===== src/rtl/dma_rd_wr_ctlr_pkg.sv =====
// rtl/dma_rd_wr_ctlr_pkg.sv - shared MAC DMA state encoding and beat helpers
package dma_rd_wr_ctlr_pkg;

  typedef enum logic [2:0] {
    ST_IDLE    = 3'd0,
    ST_WR_DATA = 3'd1,
    ST_WR_BEAT = 3'd2,
    ST_RD_BEAT = 3'd3,
    ST_DONE    = 3'd4
  } dma_state_e;

  localparam int BEAT_INC = 4;

  // A zero length field encodes the maximum burst of 256 beats.
  function automatic logic [8:0] len_to_beats(input logic [7:0] len);
    return (len == 8'd0) ? 9'd256 : {1'b0, len};
  endfunction

`ifndef SYNTHESIS
  function automatic string state_name(input dma_state_e s);
    case (s)
      ST_IDLE:    return "IDLE";
      ST_WR_DATA: return "WR_DATA";
      ST_WR_BEAT: return "WR_BEAT";
      ST_RD_BEAT: return "RD_BEAT";
      ST_DONE:    return "DONE";
      default:    return "ILLEGAL";
    endcase
  endfunction
`endif

endpackage


===== src/rtl/dma_rd_wr_ctlr.sv =====
// rtl/dma_rd_wr_ctlr.sv - single-command word-burst DMA read/write controller
module dma_rd_wr_ctlr
  import dma_rd_wr_ctlr_pkg::*;
#(
  parameter int ADDR_W = 32,
  parameter int DATA_W = 32
) (
  input  logic              macPIClk,
  input  logic              macPIClkHardRst_n,
  input  logic              macPIClkSoftRst_n,
  output logic              rdWrCtlrIdle,
  input  logic              cmdValid,
  output logic              cmdReady,
  input  logic              cmdWrite,
  input  logic [ADDR_W-1:0] cmdAddr,
  input  logic [7:0]        cmdLen,
  output logic              cmdDone,
  output logic              cmdErr,
  input  logic              wrDataValid,
  output logic              wrDataReady,
  input  logic [DATA_W-1:0] wrData,
  output logic              rdDataValid,
  output logic [DATA_W-1:0] rdData,
  output logic              busTrans,
  output logic              busWrite,
  output logic [ADDR_W-1:0] busAddr,
  output logic [DATA_W-1:0] busWData,
  input  logic              busReady,
  input  logic              busErr,
  input  logic [DATA_W-1:0] busRData
);

  dma_state_e        state_d, state_q;
  logic [ADDR_W-1:0] addr_d, addr_q;
  logic [8:0]        cnt_d, cnt_q;
  logic [DATA_W-1:0] wdata_d, wdata_q, rdata_d, rdata_q;
  logic              err_d, err_q, rd_valid_d, rd_valid_q, done_d, done_q;
  logic              idle_d, idle_q, trans_d, trans_q, bwrite_d, bwrite_q;
  logic              wr_ready_d, wr_ready_q;
  logic              last_beat;

  assign last_beat = (cnt_q == 9'd1);

  always_comb begin
    state_d    = state_q;
    addr_d     = addr_q;
    cnt_d      = cnt_q;
    wdata_d    = wdata_q;
    rdata_d    = rdata_q;
    err_d      = err_q;
    rd_valid_d = 1'b0;
    case (state_q)
      ST_IDLE: begin
        if (cmdValid) begin
          addr_d  = cmdAddr & ~ADDR_W'(BEAT_INC - 1);
          cnt_d   = len_to_beats(cmdLen);
          err_d   = 1'b0;
          state_d = cmdWrite ? ST_WR_DATA : ST_RD_BEAT;
        end
      end
      ST_WR_DATA: begin
        if (wrDataValid) begin
          wdata_d = wrData;
          state_d = ST_WR_BEAT;
        end
      end
      ST_WR_BEAT: begin
        if (busReady && busErr) begin
          err_d   = 1'b1;
          state_d = ST_DONE;
        end else if (busReady) begin
          addr_d  = addr_q + ADDR_W'(BEAT_INC);
          cnt_d   = cnt_q - 9'd1;
          state_d = last_beat ? ST_DONE : ST_WR_DATA;
        end
      end
      ST_RD_BEAT: begin
        if (busReady && busErr) begin
          err_d   = 1'b1;
          state_d = ST_DONE;
        end else if (busReady) begin
          rdata_d    = busRData;
          rd_valid_d = 1'b1;
          addr_d     = addr_q + ADDR_W'(BEAT_INC);
          cnt_d      = cnt_q - 9'd1;
          state_d    = last_beat ? ST_DONE : ST_RD_BEAT;
        end
      end
      ST_DONE: begin
        err_d   = 1'b0;
        state_d = ST_IDLE;
      end
      default: state_d = ST_IDLE;
    endcase

    // Soft reset abandons any in-flight beat and returns every output to its reset value.
    if (!macPIClkSoftRst_n) begin
      state_d    = ST_IDLE;
      addr_d     = '0;
      cnt_d      = '0;
      wdata_d    = '0;
      rdata_d    = '0;
      err_d      = 1'b0;
      rd_valid_d = 1'b0;
    end

    // Outputs are decoded from the next state so they leave the flops glitch-free.
    idle_d     = (state_d == ST_IDLE);
    trans_d    = (state_d == ST_WR_BEAT) || (state_d == ST_RD_BEAT);
    bwrite_d   = (state_d == ST_WR_BEAT);
    wr_ready_d = (state_d == ST_WR_DATA);
    done_d     = (state_d == ST_DONE);
  end

  always_ff @(posedge macPIClk or negedge macPIClkHardRst_n) begin
    if (!macPIClkHardRst_n) begin
      state_q    <= ST_IDLE;
      addr_q     <= '0;
      cnt_q      <= '0;
      wdata_q    <= '0;
      rdata_q    <= '0;
      err_q      <= 1'b0;
      rd_valid_q <= 1'b0;
      done_q     <= 1'b0;
      idle_q     <= 1'b1;
      trans_q    <= 1'b0;
      bwrite_q   <= 1'b0;
      wr_ready_q <= 1'b0;
    end else begin
      state_q    <= state_d;
      addr_q     <= addr_d;
      cnt_q      <= cnt_d;
      wdata_q    <= wdata_d;
      rdata_q    <= rdata_d;
      err_q      <= err_d;
      rd_valid_q <= rd_valid_d;
      done_q     <= done_d;
      idle_q     <= idle_d;
      trans_q    <= trans_d;
      bwrite_q   <= bwrite_d;
      wr_ready_q <= wr_ready_d;
    end
  end

  assign rdWrCtlrIdle = idle_q;
  assign cmdReady     = idle_q;
  assign cmdDone      = done_q;
  assign cmdErr       = err_q;
  assign wrDataReady  = wr_ready_q;
  assign rdDataValid  = rd_valid_q;
  assign rdData       = rdata_q;
  assign busTrans     = trans_q;
  assign busWrite     = bwrite_q;
  assign busAddr      = addr_q;
  assign busWData     = wdata_q;

endmodule


===== config.mk =====
export PLATFORM = sky130hd
export DESIGN_NAME = dma_rd_wr_ctlr
export DESIGN_NICKNAME = d
export VERILOG_FILES = /design/src/rtl/dma_rd_wr_ctlr_pkg.sv /design/src/rtl/dma_rd_wr_ctlr.sv
export SDC_FILE = /design/constraint.sdc
export NUM_CORES = 1
export LEC_CHECK = 0
export BUFFER_PORTS_ARGS = -buffer_cell sky130_fd_sc_hd__clkbuf_2
export CORE_MARGIN = 5
export CORE_UTILIZATION = 50
export DETAILED_ROUTE_END_ITERATION = 12
export HOLD_SLACK_MARGIN = 0.08
export MAX_ROUTING_LAYER = met4
export PLACE_DENSITY = 0.77
export SYNTH_ARGS = -nofsm -noshare
export SYNTH_HDL_FRONTEND = slang
export SYNTH_SLANG_ARGS = --single-unit

===== constraint.sdc =====
create_clock -name macPIClk -period 3.15 [get_ports macPIClk]
set_clock_uncertainty 0.15 [all_clocks]
set_input_delay 0.315 -clock macPIClk [delete_from_list [all_inputs] [get_ports macPIClk]]
set_output_delay 0.315 -clock macPIClk [all_outputs]
set_load 0.005 [all_outputs]

* Word level (Yosys, flattened, before mapping)
Cells that the tools add are included.
** Storage, ports and cells
- Register bits :: 115
- Input port bits :: 112
- Output and inout port bits :: 104
** Operators by class
- $add $sub $neg :: 2
- Multiplexer cells :: 37
- Equal/unequal tests :: 20
- Reduce and logical (&&, ||, !) cells :: 10
** Operator list (number)
- $mux W32 :: 11
- $pmux W32 S2 :: 1
- $mux W9 :: 5
- $add A32 B3 Y32 const B :: 1
- $mux W3 :: 9
- $pmux W9 S2 :: 1
- $eq A3 B2 Y1 const B :: 4
- $pmux W3 S4 :: 1
- $eq A9 B1 Y1 const B :: 1
- $ne A3 B2 Y1 const B :: 3
- $sub A9 B1 Y9 const B :: 1
- $logic_not A8 Y1 :: 1
- $ne A2 B1 Y1 const B :: 4
- $mux W1 :: 7
- $eq A3 B1 Y1 const B :: 2
- $eq A3 B3 Y1 const B :: 2
- $logic_not A3 Y1 :: 2
- $ne A3 B3 Y1 const B :: 2
- $reduce_and A3 Y1 :: 2
- $ne A4 B2 Y1 const B :: 1
- $reduce_and A4 Y1 :: 1
- $pmux W1 S3 :: 1
- $mux W2 :: 1
- $ne A2 B2 Y1 const B :: 1
- 4 further kinds :: 4

* Longest topological paths before layout
- Depth after elaboration :: 8
- Depth in mapped cells :: 7
- Gate-level depth less buffers :: 6

* Least setup slack after synthesis
OpenSTA, ideal clock, no wires.
- Kind :: register -> register
- Start :: register addr_q[2], in the netlist busAddr[2]
- End :: register addr_q[26], in the netlist busAddr[26]
- Path slack :: 0.797 ns
- Buffers on the path :: 1
- Data required time :: 2.874 ns
- Arrival :: 2.077 ns
- Setup time :: 0.126 ns
- Stages on the path, launching flop included :: 7
- Cell sequence :: dfrtp_1 ha_1 nand4_2 or4_1 buf_2 o311a_1 a221o_1
** On the way
- Word-level cells in the longest chain between the ends :: 5
** RTL lines
- from (decl) :: line dma_rd_wr_ctlr.sv:34 : logic [ADDR_W-1:0] addr_d, addr_q;
- from (signal assigned) :: line dma_rd_wr_ctlr.sv:131 : addr_q <= addr_d;
- $add A32 B3 Y32 :: line dma_rd_wr_ctlr.sv:72, dma_rd_wr_ctlr.sv:84
- $mux W32 :: line dma_rd_wr_ctlr.sv:71, dma_rd_wr_ctlr.sv:81
- $mux W32 :: line dma_rd_wr_ctlr.sv:68 : if (busReady && busErr) begin
- $pmux W32 S2 :: line dma_rd_wr_ctlr.sv:52 : case (state_q)
- $mux W32 :: line dma_rd_wr_ctlr.sv:97 : if (!macPIClkSoftRst_n) begin
No other way between the ends. The select of a mux whose other input is x is not followed.
A chain may end at the register's enable or synchronous reset.

* Worst setup path in the final report
- Start :: input busErr
- End :: register addr_q[22], in the netlist busAddr[22]
** On the way
- Word-level cells in the longest chain between the ends :: 3
** RTL lines
- from (decl) :: line dma_rd_wr_ctlr.sv:29 : input logic busErr,
- $logic_and A1 B1 Y1 :: line dma_rd_wr_ctlr.sv:68, dma_rd_wr_ctlr.sv:78
- $ne A3 B3 Y1 (no source line)
- $reduce_and A4 Y1 (no source line)
No other way between the ends.

==> metrics.md <==
| Metric | Value |
|---|---|
| Most common cell after layout, fill and taps aside | clkbuf_2 |
| IO buf count | 211 |
| Clock Sinks | 113 |
| Clock slew seen by the registers of the worst setup and hold paths | 0.05 ns |
| Setup bufs post-CTS | 0 |
| Post-Layout Cell Count | 1114 |
| GRT Residual Overflow | 0 |
| Max Slew Vio Count | 0 |
| Via density | 5.88 |
| Hold Crit Class | in -> reg |
| Main synth FF type | dfrtp_1 |
| Area growth from synthesis to layout | 43.6% |
| CTS Hold Bufs | 76 |
| Final setup viols | 0 |
| Slew @ Worst Pin | 1.13 ns |
| Synth Cell Area | 0.00586 mm² |
| DP Area | 0.00703 mm² |
| DP Cell Count | 1005 |
| WHS Path Cells | 3 |
| Core area | 0.0115 mm² |
| Worst r2r src | state_q[0] |
| Via Count | 6547 |
| Vias in the first global route | 6495 |
| First-pass GRT wire length | 32700 µm |
| Die ar. | 0.0140 mm² |
| Area leader, netlist | dfrtp_1 |
| Total wire length | 20200 µm |
| R2R Setup Slk | 0.44 ns |
| Synth top area share | 47.9% |
| Power per cell area | 524 mW/mm² |
| Share of cells above drive strength 1 | 28.3% |
| Setup crit end kind | flip-flop |
| Num ports | 216 |
| Most frequent cells in the layout | clkbuf_2 (210), nand2_1 (165), dfrtp_1 (112) |
| Critical path's top delay family | compound AO/OA/AOI/OAI gates |
| CTS buffer count | 17 |
| Post-synth EDFFs | 0 |
| Synth warn | 0 |
| CTS tree | built |
| Critical Path AT | 3.05 ns |
| Row count | 39 |
| Pin count of the biggest net entering global routing | 67 |
| R2r worst-path depth | 4 |
| DR pass1 iterations | 5 |
| Detail Route Antenna Nets | 0 |
| VDD IR-drop max | 0.000372 V |
| Initial antenna violation count | 2 |
| Max H-tree Level | 4 |
| Post-cts sizing count | 0 |
| Critical path required time | 3.31 ns |
| Synth unique cells | 70 |
| Syn Area/Cell | 8.53 µm² |
| Chip width | 118 µm |
| Skew-Pair Late Insertion Delay | 0.41 ns |
| DRC Markers | 0 |
| Asr flop ratio synth | 100% |
| Worst setup SP type | primary input |
| Wire per inst | 18.1 µm |
| Final period util | 91.7% |
| Outcome | finished clean |
| Sequential area share after synthesis | 48.3% |
| CTS Root Cell | clkbuf_16 |
| Layout net count | 1072 |
| Max-Cap Viols | 0 |
| Synthesis-stage register bit count | 113 |
| Gp weighted congestion | 0.941 |
| CP peak stage delay | 0.86 ns |
| 1st-iter DRT viols | 569 |
| Final core occ | 73.4% |
| Detailed placer's ending HPWL | 12800 µm |
| Final min period | 2.89 ns |
| R2R Path End | busAddr[22] |
| Crit path cell chain | dlygate4sd3_1 > clkbuf_2 > nand2b_1 > o21ai_2 > nand2_1 > o221ai_1 |
| Starting Density | 51.1% |
| Leakage | 0.00389 µW |
| Height of the die | 118 µm |
| Gate Count Post-Synth | 687 |
| Synth top area cells | dfrtp_1 (48%), nand2_1 (11%), a21oi_1 (8.0%) |
| Post-route cell area | 0.00841 mm² |
| Fmax achieved | 346 MHz |
| Setup CP Type | in -> reg |
| Buf/Inv on CP | 2 |
| Final setup TNS | 0 ns |
| Min-delay src | cmdLen[0] |
| Slowest CP cell | o21ai_2 |
| Critical Path Fanout Max | 24 |
| Clock tree buffer depth | 2 |
| GRT Util Overall | 29.2% |
| Relative slew slack | 24.4% |
| RSZ-0062 raised after global routing | false |
| Fin. Hold Viols | 0 |
| Hold endpoint | cnt_q[0] |
[state kept, by name, summed over array words and instances, names as in the netlist, 3 cells and up]
name	flops
cnt_q	9
busWData	32
rdData	32
state_q	3
busAddr	30
[stage by stage]
step	total power, µW	setup slack, ns	hold WS, ns
after floorplan	2040	0.797	-0.131
after global placement	2320	0.476	0.227
after detailed placement	2350	0.408	0.241
after CTS	4410	0.265	0.0884
after global routing	4580	0.107	0.115
final	4410	0.262	0.107
[how the worst max path moves through the flow]
stage / start / end / slack, ns / cells past startpoint
finish: busErr / busAddr[22] / 0.26 / 6
global route: busErr / busAddr[21] / 0.11 / 6
CTS: busErr / busAddr[21] / 0.27 / 6
detailed placement: busErr / busAddr[21] / 0.41 / 5
global placement: busErr / busAddr[22] / 0.48 / 5
floorplan: busAddr[2] / busAddr[26] / 0.80 / 6
[metal layers]
metal  global-route usage (%)  wire (µm)
met2                     46.7      10200
met5                        -          0
met1                     35.2       7700
met3                     6.35       1460
met4                     13.9        799
[cell usage after synthesis (all sizes together), types with 4 or more instances]
master  instances
o21ai          25
o211ai          5
a211oi          5
dfrtp         112
inv             8
or4             9
nand2         165
o21a            5
buf             6
a21oi          94
a211o           4
o22ai          10
nand4          13
and2           12
nand2b          5
nor3b           4
or3             7
nor4           11
and3            8
nor2           29
a22oi           8
nor3           15
clkbuf         48
nand3          18
o221ai          6
[power breakdown]
group	total, µW	switching [µW]	internal [µW]
combinational	755	415	339
sequential	1660	122	1540
clock	1990	666	1320
[worst min-delay path: stages]
cell      delay (ns)
clkbuf_2        0.08
o211ai_1        0.08
a21oi_1         0.14
[logic make-up after synthesis]
family          count (synthesis)  share of synthesized area, %
buf+inv                        63                          4.29
mux                             2                         0.363
simple gates                  312                          26.0
fa+ha+maj                       3                         0.641
compound gates                193                          20.3
flops                         113                          48.3
other cells                     1                        0.0640
[layout make-up]
cell class                 count  area [µm²]
antenna                        2        5.00
tap                          143         179
timing repair buffer         304        1960
clock inverter                 9         130
sequential                   113        2830
inverter                       9        33.8
multi-input combinational    512        2790
clock buffer                  22         484
fill                         838        3060
Power figures use the tool's default switching activity.
